<file path="src/rtl/mips_ctrl_pkg.sv">
// Shared encodings for the multicycle MIPS main control unit and the ALU control decoder.
// Holds state enum, opcode/funct constants, alu_op classes and datapath mux selects.
package mips_ctrl_pkg;

   localparam int unsigned OP_W    = 6;
   localparam int unsigned FN_W    = 6;
   localparam int unsigned ALUOP_W = 4;
   localparam int unsigned SEL_W   = 2;
   localparam int unsigned STATE_W = 4;

   typedef enum logic [STATE_W-1:0] {
      S_IDLE      = 4'd0,
      S_FETCH     = 4'd1,
      S_DECODE    = 4'd2,
      S_R_EXEC    = 4'd3,
      S_R_WB      = 4'd4,
      S_JR        = 4'd5,
      S_MEM_ADDR  = 4'd6,
      S_MEM_READ  = 4'd7,
      S_MEM_WRITE = 4'd8,
      S_MEM_WB    = 4'd9,
      S_BRANCH    = 4'd10,
      S_JUMP      = 4'd11,
      S_I_EXEC    = 4'd12,
      S_I_WB      = 4'd13
   } state_t;

   localparam logic [OP_W-1:0] OP_RTYPE = 6'h00;
   localparam logic [OP_W-1:0] OP_J     = 6'h02;
   localparam logic [OP_W-1:0] OP_BEQ   = 6'h04;
   localparam logic [OP_W-1:0] OP_BNE   = 6'h05;
   localparam logic [OP_W-1:0] OP_ADDI  = 6'h08;
   localparam logic [OP_W-1:0] OP_ADDIU = 6'h09;
   localparam logic [OP_W-1:0] OP_SLTI  = 6'h0A;
   localparam logic [OP_W-1:0] OP_SLTIU = 6'h0B;
   localparam logic [OP_W-1:0] OP_ANDI  = 6'h0C;
   localparam logic [OP_W-1:0] OP_ORI   = 6'h0D;
   localparam logic [OP_W-1:0] OP_XORI  = 6'h0E;
   localparam logic [OP_W-1:0] OP_LUI   = 6'h0F;
   localparam logic [OP_W-1:0] OP_LW    = 6'h23;
   localparam logic [OP_W-1:0] OP_SW    = 6'h2B;

   localparam logic [FN_W-1:0] FN_JR    = 6'h08;

   localparam logic [ALUOP_W-1:0] ALU_RTYPE  = 4'd0;
   localparam logic [ALUOP_W-1:0] ALU_LW_SW  = 4'd1;
   localparam logic [ALUOP_W-1:0] ALU_BRANCH = 4'd2;
   localparam logic [ALUOP_W-1:0] ALU_AND    = 4'd3;
   localparam logic [ALUOP_W-1:0] ALU_OR     = 4'd4;
   localparam logic [ALUOP_W-1:0] ALU_XOR    = 4'd5;
   localparam logic [ALUOP_W-1:0] ALU_SLT    = 4'd6;
   localparam logic [ALUOP_W-1:0] ALU_SLTU   = 4'd7;
   localparam logic [ALUOP_W-1:0] ALU_LUI    = 4'd8;

   localparam logic [SEL_W-1:0] ALUB_REG  = 2'b00;
   localparam logic [SEL_W-1:0] ALUB_FOUR = 2'b01;
   localparam logic [SEL_W-1:0] ALUB_IMM  = 2'b10;
   localparam logic [SEL_W-1:0] ALUB_BOFF = 2'b11;

   localparam logic [SEL_W-1:0] PCSRC_ALU    = 2'b00;
   localparam logic [SEL_W-1:0] PCSRC_ALUOUT = 2'b01;
   localparam logic [SEL_W-1:0] PCSRC_JUMP   = 2'b10;
   localparam logic [SEL_W-1:0] PCSRC_REGA   = 2'b11;

   // Immediate-ALU group occupies opcodes 0x08..0x0F.
   function automatic logic is_itype(input logic [OP_W-1:0] op);
      return op[5:3] == 3'b001;
   endfunction

   function automatic logic is_legal(input logic [OP_W-1:0] op);
      return (op == OP_RTYPE) || (op == OP_J) || (op == OP_BEQ) || (op == OP_BNE) ||
             (op == OP_LW) || (op == OP_SW) || is_itype(op);
   endfunction

   function automatic logic [ALUOP_W-1:0] itype_alu_op(input logic [OP_W-1:0] op);
      logic [ALUOP_W-1:0] r;
      r = ALU_LW_SW;
      case (op)
         OP_SLTI:  r = ALU_SLT;
         OP_SLTIU: r = ALU_SLTU;
         OP_ANDI:  r = ALU_AND;
         OP_ORI:   r = ALU_OR;
         OP_XORI:  r = ALU_XOR;
         OP_LUI:   r = ALU_LUI;
         default:  r = ALU_LW_SW;
      endcase
      return r;
   endfunction

endpackage

</file>
<file path="src/rtl/ctrl_multiciclo.sv">
// Multicycle MIPS main control FSM: sequences fetch/decode/execute/memory/write-back
// and decodes datapath selects, strobes and ALUOp from the current state.
module ctrl_multiciclo
   import mips_ctrl_pkg::*;
(
   input  logic               clk,
   input  logic               rst_n,
   input  logic [OP_W-1:0]    opcode,
   input  logic [FN_W-1:0]    funct,
   input  logic               zero,
   input  logic               mem_ready,
   output logic               pc_write,
   output logic               pc_write_cond,
   output logic               branch_ne,
   output logic               i_or_d,
   output logic               mem_read,
   output logic               mem_write,
   output logic               ir_write,
   output logic               reg_dst,
   output logic               mem_to_reg,
   output logic               reg_write,
   output logic               alu_src_a,
   output logic [SEL_W-1:0]   alu_src_b,
   output logic               imm_zero,
   output logic [SEL_W-1:0]   pc_source,
   output logic [ALUOP_W-1:0] alu_op,
   output logic               illegal_op
);

   state_t r_state;
   state_t w_next;
   logic   r_bne_q;
   logic   w_unused;

   // The branch condition is resolved in the datapath; zero is not needed here.
   assign w_unused = zero;

   always_ff @(posedge clk or negedge rst_n) begin
      if (!rst_n) r_state <= S_IDLE;
      else        r_state <= w_next;
   end

   always_ff @(posedge clk or negedge rst_n) begin
      if (!rst_n)
         r_bne_q <= 1'b0;
      else if ((r_state == S_DECODE) && ((opcode == OP_BEQ) || (opcode == OP_BNE)))
         r_bne_q <= (opcode == OP_BNE);
   end

   always_comb begin
      w_next = r_state;
      case (r_state)
         S_IDLE:   w_next = S_FETCH;
         S_FETCH:  if (mem_ready) w_next = S_DECODE;
         S_DECODE: begin
            case (opcode)
               OP_RTYPE:       w_next = S_R_EXEC;
               OP_LW, OP_SW:   w_next = S_MEM_ADDR;
               OP_BEQ, OP_BNE: w_next = S_BRANCH;
               OP_J:           w_next = S_JUMP;
               default:        w_next = is_itype(opcode) ? S_I_EXEC : S_FETCH;
            endcase
         end
         S_R_EXEC:    w_next = (funct == FN_JR) ? S_JR : S_R_WB;
         S_MEM_ADDR:  w_next = (opcode == OP_SW) ? S_MEM_WRITE : S_MEM_READ;
         S_MEM_READ:  if (mem_ready) w_next = S_MEM_WB;
         S_MEM_WRITE: if (mem_ready) w_next = S_FETCH;
         S_I_EXEC:    w_next = S_I_WB;
         S_R_WB, S_JR, S_MEM_WB, S_BRANCH, S_JUMP, S_I_WB:
                      w_next = S_FETCH;
         default:     w_next = S_IDLE;
      endcase
   end

   always_comb begin
      pc_write      = 1'b0;
      pc_write_cond = 1'b0;
      branch_ne     = 1'b0;
      i_or_d        = 1'b0;
      mem_read      = 1'b0;
      mem_write     = 1'b0;
      ir_write      = 1'b0;
      reg_dst       = 1'b0;
      mem_to_reg    = 1'b0;
      reg_write     = 1'b0;
      alu_src_a     = 1'b0;
      alu_src_b     = ALUB_REG;
      imm_zero      = 1'b0;
      pc_source     = PCSRC_ALU;
      alu_op        = ALU_RTYPE;
      illegal_op    = 1'b0;
      case (r_state)
         S_FETCH: begin
            mem_read  = 1'b1;
            alu_src_b = ALUB_FOUR;
            alu_op    = ALU_LW_SW;
            ir_write  = mem_ready;
            pc_write  = mem_ready;
         end
         S_DECODE: begin
            alu_src_b  = ALUB_BOFF;
            alu_op     = ALU_LW_SW;
            illegal_op = !is_legal(opcode);
         end
         S_R_EXEC: begin
            alu_src_a = 1'b1;
            alu_op    = ALU_RTYPE;
         end
         S_R_WB: begin
            reg_write = 1'b1;
            reg_dst   = 1'b1;
         end
         S_JR: begin
            pc_write  = 1'b1;
            pc_source = PCSRC_REGA;
         end
         S_MEM_ADDR: begin
            alu_src_a = 1'b1;
            alu_src_b = ALUB_IMM;
            alu_op    = ALU_LW_SW;
         end
         S_MEM_READ: begin
            mem_read = 1'b1;
            i_or_d   = 1'b1;
         end
         S_MEM_WRITE: begin
            mem_write = 1'b1;
            i_or_d    = 1'b1;
         end
         S_MEM_WB: begin
            reg_write  = 1'b1;
            mem_to_reg = 1'b1;
         end
         S_BRANCH: begin
            alu_src_a     = 1'b1;
            alu_op        = ALU_BRANCH;
            pc_write_cond = 1'b1;
            pc_source     = PCSRC_ALUOUT;
            branch_ne     = r_bne_q;
         end
         S_JUMP: begin
            pc_write  = 1'b1;
            pc_source = PCSRC_JUMP;
         end
         S_I_EXEC: begin
            alu_src_a = 1'b1;
            alu_src_b = ALUB_IMM;
            imm_zero  = (opcode == OP_ANDI) || (opcode == OP_ORI) || (opcode == OP_XORI);
            alu_op    = itype_alu_op(opcode);
         end
         S_I_WB: begin
            reg_write = 1'b1;
         end
         default: ;
      endcase
   end

endmodule

</file>
<file path="config.mk">
export PLATFORM = sky130hd
export DESIGN_NAME = ctrl_multiciclo
export DESIGN_NICKNAME = d
export VERILOG_FILES = /design/src/rtl/mips_ctrl_pkg.sv /design/src/rtl/ctrl_multiciclo.sv
export SDC_FILE = /design/constraint.sdc
export NUM_CORES = 1
export LEC_CHECK = 0
export CAP_MARGIN = 20
export CORE_MARGIN = 4
export CORE_UTILIZATION = 37
export CTS_CLUSTER_DIAMETER = 80
export DETAILED_ROUTE_END_ITERATION = 8
export PLACE_DENSITY_LB_ADDON = 0.3
export SLEW_MARGIN = 40
export SYNTH_ARGS = -nofsm -noshare
export SYNTH_HDL_FRONTEND = slang
export SYNTH_SLANG_ARGS = --single-unit
</file>
<file path="constraint.sdc">
create_clock -name clk -period 1.5 [get_ports clk]
set_input_delay 0.225 -clock clk [delete_from_list [all_inputs] [get_ports clk]]
set_output_delay 0.225 -clock clk [all_outputs]
set_load 0.05 [all_outputs]
</file>
==> results of run 1 <==
per-stage QoR:
stage	cells	setup slack (ps)	setup TNS, ps	util (%)
3_5_place_dp	221	-416.4	-4117	89.22
3_3_place_gp	221	-345.0	-3301	89.22
2_1_floorplan	127	-175.4	-983.0	-
Yosys cell counts, types with 4 or more instances:
cell	instances	area share (%)
nand2b_1	7	5.3
nand2_1	10	4.6
or2_1	4	3.1
nor3_1	7	4.3
clkbuf_1	6	2.7
o21ai_1	4	2.4
a21oi_1	7	4.3
inv_1	5	2.3
dfrtp_1	5	15
nor2_1	17	7.8
nand3_1	5	3.1
cells by family after synthesis:
group | share of synthesized area (%)
xor gates and xnor gates | 2.138
muxes | 3.969
DFF | 15.27
and+or+nand+nor | 40.92
buffers and inverters | 9.160
AOI/OAI and AO/OA | 28.55
==> out/results.md, run 1 <==
Status
- **outcome** did not finish
- **last stage the flow got to** clock tree synthesis (4_1_cts)
- **Run Error** [ERROR DPL-0033] detailed placement checks failed during check placement.

Floorplanning
- **Starting Density** 40.13%
- **width of the die** 55.07 microns
- **I/O Pins** 37
- **number of placement rows** 16
- **Chip Height** 55.07 microns

Logic synthesis
- **average instance area after synthesis** 6.453 sq um
- **count of cell types in the netlist** 41
- **summed instance area of the synthesized netlist** 819.5 sq um
- **Ys Warns** 0
- **fraction of synthesis flops using an asynchronous set or reset pin** 100.0%
- **cell count after synthesis** 127
- **EDFF count, synth** 0
- **Most used DFF post-synth** dfrtp_1
- **number of synthesized register bits** 5
- **Synth Net Count** 143
- **sequential-to-total area share from yosys stat** 15.27%

Place
- **Detail Placement HPWL** 3013 microns
- **final weighted congestion of routability-driven global placement** 0.9259
- **placed instance area** 1822 sq um
- **number of buffers added on ports** 35

Clock network
- **root buffer cell** clkbuf_4
- **deepest clock path buffer count** 2
- **total of cells resized after clock tree synthesis** 42
- **hold buffer count at cts** 0
- **H-Tree Level Count** 1
- **# clock sinks** 5
- **TritonCTS Buffers** 3
- **Setup Buffers After CTS** 3

==> inputs of run 2 (changes only) <==
--- a/config.mk
+++ b/config.mk
@@ -6,11 +6,10 @@
 export NUM_CORES = 1
 export LEC_CHECK = 0
 export CAP_MARGIN = 20
-export CORE_MARGIN = 4
-export CORE_UTILIZATION = 37
-export CTS_CLUSTER_DIAMETER = 80
+export CORE_AREA = 4 4 65 67
 export DETAILED_ROUTE_END_ITERATION = 8
-export PLACE_DENSITY_LB_ADDON = 0.3
+export DIE_AREA = 0 0 69 71
+export PLACE_DENSITY_LB_ADDON = 0.15
 export SLEW_MARGIN = 40
 export SYNTH_ARGS = -nofsm -noshare
 export SYNTH_HDL_FRONTEND = slang
==> constraint.sdc (replaced) <==
create_clock -name clk -period 1.95 [get_ports clk]
set_input_delay 0.2925 -clock clk [delete_from_list [all_inputs] [get_ports clk]]
set_output_delay 0.2925 -clock clk [all_outputs]
set_load 0.05 [all_outputs]
==> out/results.md, run 2 <==
Clock network
- **hold buffer count at cts** 0, unchanged
- **TritonCTS Buffers** 3, unchanged
- **root buffer cell** clkbuf_8
- **CTS tree** done
- **deepest clock path buffer count** 2, unchanged
- **# clock sinks** 5, unchanged
- **clk_lat worst skew** 220 ps
- **clock transition time at the flip-flop clock pins of the worst setup and hold paths** 40 ps
- **H-Tree Level Count** 1, unchanged

Layout
- **flip-flop count of the largest register, all copies and words added** 4
- **number of antenna repair diodes** 0
- **most common cell after layout, fill and taps aside** buf_4
- **highest-count cells in the layout ignoring fill and taps** buf_4, buf_12, nor2_1, clkdlybuf4s50_1, nand2_1
- **register with the highest flop count** r_state
- **share of layout cells above drive strength 1** 39.33%
- **registers with the most flip-flops** r_state x4, r_bne_q x1
- **nets@finish** 195
- **P&R area growth vs syn** 107.3%
- **non-filler instance count after layout** 226
- **Non-Filler Cell Area, Final** 1699 sq um
- **end-of-flow core utilization** 46.76%

Floorplanning
- **I/O Pins** 37, unchanged
- **number of placement rows** 22, +6
- **Chip Height** 71 microns, +29%
- **core area** 3633 sq um
- **Die Area** 4899 sq um
- **Starting Density** 22.56%, -18 points
- **width of the die** 69 microns, +25%

GRT
- **GR Layer Usage met2** 21.19%
- **vias in the first global route** 1,159
- **met3 usage** 2.415%
- **total gr overflow** 0
- **antenna violations before repair** 0
- **met1 capacity usage during global routing** 14.27%
- **Total Routing Usage GR** 12.18%
- **maximum number of pins on one net before global-route repair** 16
- **global routing's busiest layer** met2
- **first-pass GRT wire length** 5037 microns

Logic synthesis
- **adder and majority gate portion of the synthesized area** 0%, unchanged
- **post-synth top area share** 15.27%, unchanged
- **count of cell types in the netlist** 41, unchanged
- **combinational family with the most area after synthesis** simple AND/OR/NAND/NOR gates
- **post-synthesis share of cell area spent on xor and xnor gates** 2.137%, unchanged
- **Commonest cells post-synth** nor2_1, nand2_1, a21oi_1, nand2b_1, nor3_1
- **fraction of synthesis flops using an asynchronous set or reset pin** 100.0%, unchanged
- **EDFF count, synth** 0, unchanged
- **cell types with the largest area share after synthesis** dfrtp_1, nor2_1, nand2b_1, nand2_1, a21oi_1
- **cell count after synthesis** 127, unchanged
- **Synth Net Count** 143, unchanged
- **share of synthesized area spent on multiplexers** 3.969%, unchanged
- **most numerous cell in the Yosys netlist** nor2_1
- **average instance area after synthesis** 6.453 sq um, unchanged
- **Ys Warns** 0, unchanged
- **area fraction in compound gates after synthesis** 28.55%, unchanged
- **share of synthesized cell area in and, or, nand and nor gates** 40.92%, unchanged
- **summed instance area of the synthesized netlist** 819.5 sq um, unchanged
- **sequential-to-total area share from yosys stat** 15.27%, unchanged
- **number of synthesized register bits** 5, unchanged
- **top cell type by total area after synthesis** dfrtp_1
- **Most used DFF post-synth** dfrtp_1

Worst setup path
- **kind of capture point of the worst setup path** primary output
- **CP Launch Type** input port
- **Setup CP Type** in2out
- **required time at the worst-slack endpoint** 1660 ps
- **worst-path fanout max** 3
- **worst endpoint data arrival time** 1600 ps
- **r2r worst-path depth** 4

Drt
- **total detailed-routing wirelength** 2959 microns
- **first-pass iteration count of the detailed router** 4
- **average detailed-routed wire length per instance** 13.09 microns
- **1st-iter DRT viols** 18
- **post-detailed-route DRC marker count** 0
- **post-DR vias/cell** 4.929
- **DRT antenna net count** 0
- **via count** 1,114

Place
- **number of buffers added on ports** 35, unchanged
- **total instance count after detailed placement** 222, +0.45%
- **final weighted congestion of routability-driven global placement** 0.9415, +1.7%
- **Setup Slack @ Placement** -88.06 ps, +328.4 ps
- **placed instance area** 1603 sq um, -12%
- **Detail Placement HPWL** 2411 microns, -20%

Timing
- **final slew viol count** 0
- **Fin. Hold Viols** 0
- **worst clock skew** 2.999 ps
- **worst slew margin relative to its limit** 71.50%
- **ratio of final minimum period to clock period** 97.11%
- **peak clock frequency supported by timing** 0.5281 GHz
- **shortest period the worst path allows** 1894 ps
- **setup slack of the critical path after layout** 56.35 ps
- **slew at the pin closest to its max-slew limit** 423.6 ps
- **unrepaired setup endpoints after global routing** yes
- **Finish-stage setup viols** 0

Run
- **Maximum Capacitance Violations** 0

Power and ir drop
- **total power density per cell area** 1268 nW/um^2
- **sum of internal, switching and leakage power** 2.155 mW
- **Worst VDD drop** 0.0006807 V
- **leakage power summed over all cells** 0.6735 nW

Worst hold path
- **Hold Path Class** in2async

Status
- **outcome** completed

run 2: power by group:
part / internal [mW] / leakage [nW] / switching [mW]
Sequential: 0.145 / 0.0602 / 0.0736
Clock: 0.140 / 0.0228 / 0.0524
Combinational: 0.777 / 0.591 / 0.966
run 2: critical path, stage by stage:
cell and delay, ps:
clkdlybuf4s50_1 510, nand2_2 80, or3_4 420, a21oi_4 150, buf_12 150
run 2: routing by layer:
layer | up-vias | wire length, microns
met5 | - | 0
li1 | 557 | -
met1 | 529 | 1331
met4 | 0 | 54
met2 | 21 | 1485
met3 | 7 | 88
run 2: cell type report:
class                      count  area [sq um]
clock buffer                   4         45.04
fill                         387          1934
inverter                       5         18.77
multi-input combinational    105         710.7
sequential                     5         128.9
tap                           48         60.06
timing repair buffer          59         735.7
run 2: path summary, 6_finish.rpt:
path	start	to	slack, ps
worst max-delay path	opcode[3]	imm_zero	60
worst max register to register	r_state[3]$_DFFE_PN0P_	r_state[1]$_DFFE_PN0P_	330
min in group clk	r_bne_q$_DFFE_PN0P_	r_bne_q$_DFFE_PN0P_	490
max in group asynchronous	rst_n	r_state[1]$_DFFE_PN0P_	1460
worst min register to register	r_bne_q$_DFFE_PN0P_	r_bne_q$_DFFE_PN0P_	490
worst min-delay path	rst_n	r_state[0]$_DFFE_PN0P_	290
run 2: metrics by stage:
step                      setup TNS [ps]  hold WS (ps)
after floorplan                   -336.6        -3.091
after global placement            -192.1         473.3
after detailed placement          -219.7         495.0
after CTS                         -1.456         283.6
after global routing              -25.56         303.1
final                                  0         287.8
run 2: kinds of logic (layout without fill, tap and decap cells):
| logic type | count (synthesis) | count (layout) |
|---|---|---|
| xor+xnor | 2 | 2 |
| mux | 3 | 3 |
| simple gates | 65 | 65 |
| flops | 5 | 5 |
| compound gates | 35 | 35 |
| buf+inv | 17 | 68 |
run 2: what timing repair did:
action,4_1_cts,5_1_grt
pin swaps,2,3
endpoints found under the setup margin,9,8
gates resized for setup,7,12
buffers inserted,0,0
Note: power is estimated with default switching activity, not from simulation.
==> inputs of run 3 (changes only) <==
--- a/config.mk
+++ b/config.mk
@@ -5,7 +5,7 @@
 export SDC_FILE = /design/constraint.sdc
 export NUM_CORES = 1
 export LEC_CHECK = 0
-export CAP_MARGIN = 20
+export CAP_MARGIN = 15
 export CORE_AREA = 4 4 65 67
 export DETAILED_ROUTE_END_ITERATION = 8
 export DIE_AREA = 0 0 69 71
==> results of run 3 <==
Final layout, timing and power as in run 2 (identical DEF).
==> inputs of run 4 (changes only) <==
--- a/config.mk
+++ b/config.mk
@@ -7,6 +7,7 @@
 export LEC_CHECK = 0
 export CAP_MARGIN = 15
 export CORE_AREA = 4 4 65 67
+export CTS_CLUSTER_SIZE = 12
 export DETAILED_ROUTE_END_ITERATION = 8
 export DIE_AREA = 0 0 69 71
 export PLACE_DENSITY_LB_ADDON = 0.15
==> results of run 4 <==
Final layout, timing and power as in run 2 (identical DEF).
